$ cat config.mk
export PLATFORM = sky130hd
export DESIGN_NAME = keypad_matrix_scanner_flat
export DESIGN_NICKNAME = d
export VERILOG_FILES = /design/src/rtl/keypad_matrix_scanner_if.sv /design/src/rtl/keypad_matrix_scanner.sv /design/src/flat_wrapper.sv
export SDC_FILE = /design/constraint.sdc
export NUM_CORES = 1
export LEC_CHECK = 0
export ABC_CLOCK_PERIOD_IN_PS = 8400
export BUFFER_PORTS_ARGS = -buffer_cell sky130_fd_sc_hd__buf_2
export CAP_MARGIN = 20
export CELL_PAD_IN_SITES_DETAIL_PLACEMENT = 0
export CELL_PAD_IN_SITES_GLOBAL_PLACEMENT = 1
export CORE_MARGIN = 1
export CORE_UTILIZATION = 40
export DETAILED_ROUTE_END_ITERATION = 7
export GPL_TIMING_DRIVEN = 0
export PLACE_DENSITY_LB_ADDON = 0.08
export SYNTH_ARGS = -nofsm -noshare
export SYNTH_HDL_FRONTEND = slang
export SYNTH_SLANG_ARGS = --single-unit
$ cat constraint.sdc
create_clock -name clock_div -period 8.4 [get_ports clock_div]
set_input_delay 0.84 -clock clock_div [delete_from_list [all_inputs] [get_ports clock_div]]
set_output_delay 0.84 -clock clock_div [all_outputs]
set_load 0.03 [all_outputs]
$ cat src/rtl/keypad_matrix_scanner_if.sv
// Keypad bundle: matrix row/column lines plus the decoded key outputs.
// master = scanner side, slave = board / user-logic side.
interface keypad_matrix_scanner_if;
    logic [3:0] key_col;
    logic [3:0] key_row;
    logic [3:0] key_code;
    logic       key_valid;
    logic       key_held;

    modport master (
        input  key_col,
        output key_row,
        output key_code,
        output key_valid,
        output key_held
    );

    modport slave (
        output key_col,
        input  key_row,
        input  key_code,
        input  key_valid,
        input  key_held
    );
endinterface

$ cat src/rtl/keypad_matrix_scanner.sv
// 4x4 keypad row scanner with frame-level debounce and a one-cycle press strobe.
// Optional auto-repeat of the held key is compiled in when KEYPAD_REPEAT_EN is defined.
module keypad_matrix_scanner #(
    parameter int DEBOUNCE_SCANS = 4,
    parameter int REPEAT_FRAMES  = 32
) (
    input logic                     clock_div,
    input logic                     reset,
    keypad_matrix_scanner_if.master kp
);
    typedef enum logic [0:0] {
        IDLE = 1'b0,
        HELD = 1'b1
    } hold_state_t;

    localparam logic [3:0] DEB_MAX = 4'(DEBOUNCE_SCANS);

    if ((DEBOUNCE_SCANS < 2) || (DEBOUNCE_SCANS > 15) ||
        (REPEAT_FRAMES < 2) || (REPEAT_FRAMES > 255)) begin : g_param_check
        $error("keypad_matrix_scanner: parameter out of legal range");
    end

    hold_state_t state_r, state_next_s;
    logic [1:0]  row_idx_r, drive_row_r;
    logic        drive_valid_r;
    logic [15:0] snapshot_r, frame_s;
    logic [3:0]  sample_s, enc_s, cand_code_s, prev_code_r;
    logic [4:0]  bit_cnt_s;
    logic        cand_pressed_s, prev_pressed_r;
    logic [3:0]  stab_cnt_r, stab_next_s;
    logic        frame_done_s, same_s, accept_s;
    logic        strobe_s, load_code_s, rep_fire_s;
    logic [3:0]  key_row_r, key_code_r;
    logic        key_valid_r;

    // The sample taken at this edge belongs to the row driven during the previous cycle.
    assign sample_s     = ~kp.key_col;
    assign frame_done_s = drive_valid_r && (drive_row_r == 2'd3);

    // Current snapshot with this edge's row sample merged in.
    always_comb begin
        frame_s = snapshot_r;
        case (drive_row_r)
            2'd0:    frame_s[3:0]   = sample_s;
            2'd1:    frame_s[7:4]   = sample_s;
            2'd2:    frame_s[11:8]  = sample_s;
            2'd3:    frame_s[15:12] = sample_s;
            default: frame_s        = snapshot_r;
        endcase
    end

    // Count pressed switches and remember the index of one; only a lone key is a candidate.
    always_comb begin
        bit_cnt_s = 5'd0;
        enc_s     = 4'd0;
        for (int i = 0; i < 16; i++) begin
            bit_cnt_s = bit_cnt_s + {4'd0, frame_s[i]};
            enc_s     = frame_s[i] ? 4'(i) : enc_s;
        end
    end

    assign cand_pressed_s = (bit_cnt_s == 5'd1);
    assign cand_code_s    = cand_pressed_s ? enc_s : 4'd0;
    assign same_s         = (cand_pressed_s == prev_pressed_r) && (cand_code_s == prev_code_r);
    assign accept_s       = frame_done_s && (stab_next_s == DEB_MAX) && (stab_cnt_r != DEB_MAX);

    // Saturating count of consecutive identical frame candidates.
    always_comb begin
        stab_next_s = 4'd1;
        if (same_s) begin
            stab_next_s = (stab_cnt_r == DEB_MAX) ? DEB_MAX : (stab_cnt_r + 4'd1);
        end else begin
            stab_next_s = 4'd1;
        end
    end

`ifdef KEYPAD_REPEAT_EN
    localparam logic [7:0] REP_LAST = 8'(REPEAT_FRAMES - 1);
    logic [7:0] rep_cnt_r;
    logic       rep_match_s;

    assign rep_match_s = frame_done_s && (state_r == HELD) && cand_pressed_s &&
                         (cand_code_s == key_code_r) && !accept_s;
    assign rep_fire_s  = rep_match_s && (rep_cnt_r == REP_LAST);

    // Frames spent on the held key since its acceptance or its last repeat strobe.
    always_ff @(posedge clock_div) begin
        if (reset) begin
            rep_cnt_r <= 8'd0;
        end else if (frame_done_s) begin
            rep_cnt_r <= (rep_match_s && !rep_fire_s) ? (rep_cnt_r + 8'd1) : 8'd0;
        end else begin
            rep_cnt_r <= rep_cnt_r;
        end
    end
`else
    assign rep_fire_s = 1'b0;
`endif

    // Hold-status transitions; re-accepting the already-held key must not strobe.
    always_comb begin
        state_next_s = state_r;
        strobe_s     = 1'b0;
        load_code_s  = 1'b0;
        case (state_r)
            IDLE: begin
                if (accept_s && cand_pressed_s) begin
                    state_next_s = HELD;
                    strobe_s     = 1'b1;
                    load_code_s  = 1'b1;
                end else begin
                    state_next_s = IDLE;
                end
            end
            HELD: begin
                if (accept_s && !cand_pressed_s) begin
                    state_next_s = IDLE;
                end else if (accept_s && (cand_code_s != key_code_r)) begin
                    strobe_s    = 1'b1;
                    load_code_s = 1'b1;
                end else if (rep_fire_s) begin
                    strobe_s = 1'b1;
                end else begin
                    state_next_s = HELD;
                end
            end
            default: state_next_s = IDLE;
        endcase
    end

    // Hold-status register.
    always_ff @(posedge clock_div) begin
        if (reset) begin
            state_r <= IDLE;
        end else begin
            state_r <= state_next_s;
        end
    end

    // Row sweep, snapshot capture, debounce history and registered outputs.
    always_ff @(posedge clock_div) begin
        if (reset) begin
            row_idx_r      <= 2'd0;
            drive_row_r    <= 2'd0;
            drive_valid_r  <= 1'b0;
            snapshot_r     <= 16'd0;
            stab_cnt_r     <= 4'd0;
            prev_pressed_r <= 1'b0;
            prev_code_r    <= 4'd0;
            key_row_r      <= 4'b1111;
            key_code_r     <= 4'd0;
            key_valid_r    <= 1'b0;
        end else begin
            row_idx_r     <= row_idx_r + 2'd1;
            drive_row_r   <= row_idx_r;
            drive_valid_r <= 1'b1;
            key_row_r     <= ~(4'b0001 << row_idx_r);
            snapshot_r    <= drive_valid_r ? frame_s : snapshot_r;
            if (frame_done_s) begin
                stab_cnt_r     <= stab_next_s;
                prev_pressed_r <= cand_pressed_s;
                prev_code_r    <= cand_code_s;
            end else begin
                stab_cnt_r     <= stab_cnt_r;
                prev_pressed_r <= prev_pressed_r;
                prev_code_r    <= prev_code_r;
            end
            key_code_r  <= load_code_s ? cand_code_s : key_code_r;
            key_valid_r <= strobe_s;
        end
    end

    assign kp.key_row   = key_row_r;
    assign kp.key_code  = key_code_r;
    assign kp.key_valid = key_valid_r;
    assign kp.key_held  = (state_r == HELD);
endmodule

$ cat src/flat_wrapper.sv
// flat-port wrapper written by rule: the top's interface ports become plain ports
module keypad_matrix_scanner_flat 
#(
    parameter int DEBOUNCE_SCANS = 4,
    parameter int REPEAT_FRAMES  = 32
)
  (clock_div, reset, kp_key_col, kp_key_row, kp_key_code, kp_key_valid, kp_key_held);
  keypad_matrix_scanner_if kp_i ();
  input logic clock_div;
  input logic reset;
  input wire logic [$bits(kp_i.key_col)-1:0] kp_key_col;
  output wire logic [$bits(kp_i.key_row)-1:0] kp_key_row;
  output wire logic [$bits(kp_i.key_code)-1:0] kp_key_code;
  output wire logic [$bits(kp_i.key_valid)-1:0] kp_key_valid;
  output wire logic [$bits(kp_i.key_held)-1:0] kp_key_held;
  assign kp_i.key_col = kp_key_col;
  assign kp_key_row = kp_i.key_row;
  assign kp_key_code = kp_i.key_code;
  assign kp_key_valid = kp_i.key_valid;
  assign kp_key_held = kp_i.key_held;
  keypad_matrix_scanner #(.DEBOUNCE_SCANS(DEBOUNCE_SCANS), .REPEAT_FRAMES(REPEAT_FRAMES)) u_core (.clock_div(clock_div), .reset(reset), .kp(kp_i));
endmodule
==> out/qor.yml, run 1 <==
setup_path:
  slowest_delay_ps: 570
  rr_endpoint: "u_core.kp.key_code[1]"
  path_class: "flop to flop"
  critPathBufInv: 6
  setup.worst_path.start_class: "flop"
  cpMaxStageDelayCell: "or4_4"
  r2r_setup_slack_ps: 1790
  cpMostUsedCell: "fa_1"
  end_kind: "flop"
  path_delay_family: "adder cells"
  crit_path_cell_trace: "or2_1 -> buf_2 -> o21ai_0 -> ha_1 -> inv_1 -> fa_1 -> fa_1 -> inv_1 -> fa_1 -> inv_1 -> fa_1 -> fa_1 -> inv_1 -> fa_1 -> nor4_1 -> inv_1 -> nor2_1 -> and3_1 -> o221ai_1 -> or4_4 -> nand4_1 -> a21oi_1"
  r2r_cells: 22
  r2r_start: "u_core.drive_row_r[1]"
  cp_data_required_time_ps: 8580
  crit_arrival_ps: 6790
  crit_fanout: 10
synthesis:
  yosysUniqueCellTypes: 59
  syn_inst: 324
  synth.top_cell.area_share_pct: 29.1
  yosysSeqAreaShare_pct: 29.1
  synth_top_area_cell: "dfxtp_1"
  yosysWarnings: 0
  ys_ff_latch: 40
  ys.flop_type: "dfxtp_1"
  synth_nets: 351
  async_reset_ff_share_pct: 0
  synth-edff-count: 0
  synth.cell_area_um2: 2760
  syn_avg_cell_area_um2: 8.51
  ys_top_cells_by_area: "dfxtp_1 (29%), fa_1 (7.3%), nor2_1 (5.2%), ha_1 (5.0%), mux2i_1 (4.4%)"
global_route:
  grt_max_degree: 14
  antenna_found_initial: 0
  grt.total_usage_pct: 20.3
  overflow: 0
  grt_pass1_vias: 2161
  grt_pass1_wl_mm: 11.2
finish:
  design_area_um2: 3040
  fin_util_pct: 46.8
  stdcell_count: 422
  final_nets: 371
  drive_above_1_share_pct: 15.7
  multi_input_area_um2: 1750
  n_fill_cell: 659
  antenna_cells: 0
  regArea_um2: 801
  syn_to_final_growth_pct: 10.3
placed_design:
  gp_congestion: 0.800
  portBuffers: 13
  dp.cells: 414
  dpl.hpwl_mm: 5.06
  placed_cell_area_um2: 2920
sta:
  slew_violations: 0
  fin_crit_ps: 6610
  hold_viol_final: 0
  setup_violations: 0
  grt_setup_unrepaired: "no"
  worst_slew_pin_slew_ps: 710
  period_share_pct: 78.7
  slew_headroom_pct: 52.5
  setup_tns_ps: 0
  skew_ps: 5.20
  max_freq_mhz: 151
drt:
  wl_per_cell_um: 16.0
  vias: 2362
  vias_per_cell: 5.60
  drtIter0Drc: 167
  firstDrtPassIters: 4
  routed_wl_mm: 6.76
  postRouteAntennaNets: 0
  drcViolationCount: 0
clock_network:
  cts_buffers: 5
  clock_sinks: 40
  clockBufferDepth: 2
  ctsHoldBuffers: 0
  tritoncts: "done"
  clk_pin_slew_ps: 90
  root_buffer: "clkbuf_8"
  cts_resized: 0
  htreeDepth: 2
  clk_latency_ps: 300
  postCtsSetupRepairBufs: 0
floorplanning:
  die_area_um2: 7230
  die_h_um: 85.0
  die_w_um: 85.0
  initial_core_util_pct: 42.4
  core-area_um2: 6490
  ios: 16
  num_rows: 29
hold_path:
  min_delay_worst_endpoint: "u_core.snapshot_r[5]"
  hold_depth: 2
  min_path_type: "flop to flop"
  min_from: "u_core.snapshot_r[5]"
pwr:
  powerDensity_nw_per_um2: 198
  leakage_nw: 1.18
  vdd_drop_max_v: 0.0000856
status:
  status: "complete, no violations"
run:
  drv_cap: 0
[where the power goes]
part / internal [mW] / leakage (nW) / switching (mW)
Clock: 0.0973 / 0.0614 / 0.0785
Combinational: 0.0831 / 0.793 / 0.144
Sequential: 0.195 / 0.325 / 0.00447
[worst max-delay path by stage]
| stage | depth (start not counted) | from | slack (ps) | endpoint |
|---|---|---|---|---|
| 6_report | 22 | u_core.drive_row_r[1] | 1790 | u_core.kp.key_code[1] |
| 5_1_grt | 22 | u_core.drive_row_r[1] | 1230 | u_core.kp.key_code[1] |
| 4_1_cts | 22 | u_core.drive_row_r[1] | 1740 | u_core.kp.key_code[0] |
| 3_5_place_dp | 21 | kp_key_col[0] | 1450 | u_core.kp.key_code[2] |
| 3_3_place_gp | 21 | kp_key_col[1] | 1460 | u_core.kp.key_code[0] |
| 2_1_floorplan | 21 | kp_key_col[0] | 2290 | u_core.stab_cnt_r[3] |
[routing by layer]
layer,GRT usage (%),up-vias,wire (um)
met5,0,-,0
met4,5.86,0,75
met3,4.38,5,232
met2,30.9,34,2950
met1,29.0,1135,3500
li1,-,1188,-
[sequential cells by signal, indices dropped and copies added (netlist names), named ones only]
name                   flops
u_core.drive_row_r         2
u_core.drive_valid_r       1
u_core.kp.key_code         4
u_core.kp.key_row          4
u_core.kp.key_valid        1
u_core.prev_code_r         4
u_core.prev_pressed_r      1
u_core.row_idx_r           2
u_core.snapshot_r         16
u_core.stab_cnt_r          4
[logic make-up (layout without fill, tap and decap cells)]
family,count (synthesis),count (layout),synth area share (%)
AO/OA/AOI/OAI,77,77,20.2
adder cells (fa/ha/maj),21,21,12.3
buffers and inverters,47,68,7.58
flip-flops,40,40,29.1
multiplexers,20,20,7.85
AND/OR/NAND/NOR,119,119,23.1
[worst reg2reg max path: stages, from the launching register on]
cell      delay (ps)
dfxtp_1          350
or2_1            210
buf_2            170
o21ai_0          250
ha_1             280
inv_1             70
fa_1             470
fa_1             520
inv_1             50
fa_1             490
inv_1             60
fa_1             440
fa_1             390
inv_1             80
fa_1             410
nor4_1           400
inv_1            100
nor2_1           560
and3_1           260
o221ai_1         170
or4_4            570
nand4_1          120
a21oi_1           70
[layout by cell type (no fill, tap or decap), drive strengths merged, types with 7 or more instances in the layout]
cell / netlist / routed
dfxtp: 40 / 40
nor2: 38 / 38
inv: 32 / 32
buf: 10 / 23
a21oi: 19 / 19
nand2: 18 / 18
o21ai: 18 / 18
mux2i: 13 / 13
nand4: 12 / 12
ha: 11 / 11
clkbuf: 5 / 11
nand3: 10 / 10
fa: 10 / 10
mux2: 7 / 7
o31ai: 7 / 7
[synth_stat cells (all sizes together), types with 6 or more instances]
cell type	instances
fa	10
mux2	7
a21oi	19
nand4	12
mux2i	13
inv	32
buf	10
and3	6
a211oi	6
nor3	6
nand2b	6
nand3	10
o31ai	7
dfxtp	40
nand2	18
nor2	38
ha	11
o21ai	18
[through the flow]
step | worst slack (ps) | power (mW) | hold slack (ps)
final | 1790 | 0.603 | 489
after global routing | 1230 | 0.650 | 518
after CTS | 1740 | 0.611 | 489
after detailed placement | 1450 | 0.433 | 474
after global placement | 1460 | 0.434 | 456
after floorplan | 2290 | 0.377 | 433
[layout make-up]
cell class              instances  area share [%]
well taps                      77            3.17
repair buffers                 13            2.14
multi-input cells             237            57.5
flip-flops and latches         40            26.3
inverters                      32            3.95
clock buffers                   6            2.72
clock inverters                 2            1.28
plain buffers                  15            2.92
Power figures use the tool's default switching activity.
==> run 2: changes to the inputs <==
--- a/config.mk
+++ b/config.mk
@@ -5,7 +5,7 @@
 export SDC_FILE = /design/constraint.sdc
 export NUM_CORES = 1
 export LEC_CHECK = 0
-export ABC_CLOCK_PERIOD_IN_PS = 8400
+export ABC_CLOCK_PERIOD_IN_PS = 6770
 export BUFFER_PORTS_ARGS = -buffer_cell sky130_fd_sc_hd__buf_2
 export CAP_MARGIN = 20
 export CELL_PAD_IN_SITES_DETAIL_PLACEMENT = 0
==> constraint.sdc (replaced) <==
create_clock -name clock_div -period 6.77 [get_ports clock_div]
set_input_delay 0.677 -clock clock_div [delete_from_list [all_inputs] [get_ports clock_div]]
set_output_delay 0.677 -clock clock_div [all_outputs]
set_load 0.03 [all_outputs]
==> run 2 against run 1 <==
Net effect:
- via count decreased by 0.55%
- first-iteration DRC count is 1.8% lower
- sequential share of layout area decreased by 0.17 points
- clock skew decreased by 1.1 ps
- largest cell class unchanged
- utilization increased by 0.31 points
- global-route usage is the same
==> out/qor.yml, run 2 (synthesis results as in run 1) <==
global_route:
  overflow: 0  # unchanged
  grt_pass1_wl_mm: 11.2  # unchanged
  grt_max_degree: 14  # unchanged
  antenna_found_initial: 0  # unchanged
  grt.total_usage_pct: 20.3  # unchanged
  grt_pass1_vias: 2161  # unchanged
drt:
  firstDrtPassIters: 4  # unchanged
  routed_wl_mm: 6.77  # +0.10%
  drtIter0Drc: 164  # -1.8%
  vias_per_cell: 5.55  # -0.79%
  wl_per_cell_um: 16.0  # -0.13%
  vias: 2349  # -0.55%
  drcViolationCount: 0  # unchanged
  postRouteAntennaNets: 0  # unchanged
run:
  drv_cap: 0  # unchanged
finish:
  fin_util_pct: 47.1  # +0.31 points
  layout.cells.most_common: "dfxtp_1"
  antenna_cells: 0  # unchanged
  stdcell_count: 423  # +0.24%
  regMostFlops: "u_core.snapshot_r"
  layout_common_cells: "dfxtp_1 (40), nor2_1 (37), inv_1 (32)"
  syn_to_final_growth_pct: 11.0
  largest_reg_flops: 16  # unchanged
  final_nets: 372  # +0.27%
  design_area_um2: 3060  # +0.66%
  drive_above_1_share_pct: 16.8  # +1.1 points
setup_path:
  cpMostUsedCell: "fa_1"
  slowest_delay_ps: 520  # -50 ps
  cpMaxStageDelayCell: "fa_1"
  crit_path_cell_trace: "or2_1 -> buf_2 -> nand2_1 -> o21ai_1 -> ha_1 -> inv_1 -> fa_1 -> fa_1 -> inv_1 -> fa_1 -> inv_1 -> fa_1 -> fa_1 -> inv_1 -> fa_1 -> nor4_2 -> or2b_1 -> buf_2 -> or4_4 -> o311ai_2 -> nand4_1 -> buf_4 -> nor4_1"
  crit_fanout: 10  # unchanged
  end_kind: "flop"
  cp_data_required_time_ps: 6980  # -1600 ps
  crit_arrival_ps: 6590  # -200 ps
  setup.worst_path.start_class: "flop"
  path_class: "flop to flop"
clock_network:
  htreeDepth: 2  # unchanged
  clock_sinks: 40  # unchanged
  clk_pin_slew_ps: 90  # about the same
  root_buffer: "clkbuf_8"
  cts_buffers: 5  # unchanged
  tritoncts: "done"
  clockBufferDepth: 2  # unchanged
  clk_latency_ps: 310  # about the same
  ctsHoldBuffers: 0  # unchanged
floorplanning:
  die_w_um: 85.0  # unchanged
  die_area_um2: 7230  # unchanged
  die_h_um: 85.0  # unchanged
  initial_core_util_pct: 42.4  # unchanged
  ios: 16  # unchanged
  core-area_um2: 6490  # unchanged
  num_rows: 29  # unchanged
placed_design:
  gp_congestion: 0.800  # unchanged
  placed_cell_area_um2: 2920  # unchanged
  dpl.hpwl_mm: 5.06  # unchanged
  dp.cells: 414  # unchanged
  portBuffers: 13  # unchanged
pwr:
  design_power_total_mw: 0.760  # +26%
  leakage_nw: 1.19  # +0.65%
  powerDensity_nw_per_um2: 248  # +25%
  vdd_drop_max_v: 0.000106  # +24%
sta:
  period_share_pct: 94.2  # +16 points
  setup_violations: 0  # unchanged
  worst_slew_pin_slew_ps: 642  # -67.8 ps
  grt_setup_unrepaired: "no"
  hold_viol_final: 0  # unchanged
  max_freq_mhz: 157  # +3.6%
  setup_tns_ps: 0  # unchanged
  fin_crit_ps: 6380  # -232 ps
  slew_violations: 0  # unchanged
  slew_headroom_pct: 57.2  # +4.7 points
  skew_ps: 4.06  # -1.14 ps
status:
  status: "complete, no violations"
hold_path:
  min_path_type: "flop to flop"
[run 2: layout make-up]
class                      count  area, um2
multi-input combinational    237       1760
clock inverter                 2       38.8
timing repair buffer          14       72.6
inverter                      32        120
buffer                        15       88.8
fill                         662       3440
clock buffer                   6       82.6
tap                           77       96.3
sequential                    40        801
[run 2: report_power, final]
group	total [mW]	internal, mW	leakage (nW)	switching, mW
Clock	0.218	0.121	0.0614	0.0977
Sequential	0.248	0.242	0.325	0.00551
Combinational	0.294	0.110	0.800	0.184
Total	0.760	0.473	1.19	0.287
[run 2: critical path, delay by kind of cell, from the launching register on]
kind / cells / cell delay [ps]
fa+ha+maj: 7 / 3050
flops: 1 / 350
compound gates: 2 / 190
buf+inv: 7 / 810
simple gates: 7 / 1880
[run 2: what timing repair did]
item / in CTS / in global routing
endpoints found under the setup margin: 0 / 10
setup buffers: 0 / 1
gates resized for setup: 0 / 5
[run 2: final timing paths]
path	start	cells after the start	slack [ps]	end
hold reg to reg	u_core.snapshot_r[7]	2	490	u_core.snapshot_r[7]
hold / removal	u_core.snapshot_r[7]	2	490	u_core.snapshot_r[7]
setup reg to reg	u_core.drive_row_r[1]	23	390	u_core.kp.key_valid
setup / recovery	u_core.drive_row_r[1]	23	390	u_core.kp.key_valid
[run 2: metrics by stage]
step           hold WS (ps)  setup slack, ps
2_1_floorplan           433              822
3_3_place_gp            456            -5.73
3_5_place_dp            474            -13.8
4_1_cts                 489              113
5_1_grt                 518             5.05
6_report                492              393
[run 2: per-layer routing]
metal | share of wire (%) | vias to the layer above | global-route usage [%]
met4 | 1.1 | 0 | 5.86
met3 | 4.8 | 5 | 4.38
met1 | 51 | 1116 | 29.0
met5 | 0 | - | 0
met2 | 43 | 40 | 30.9
li1 | - | 1188 | -
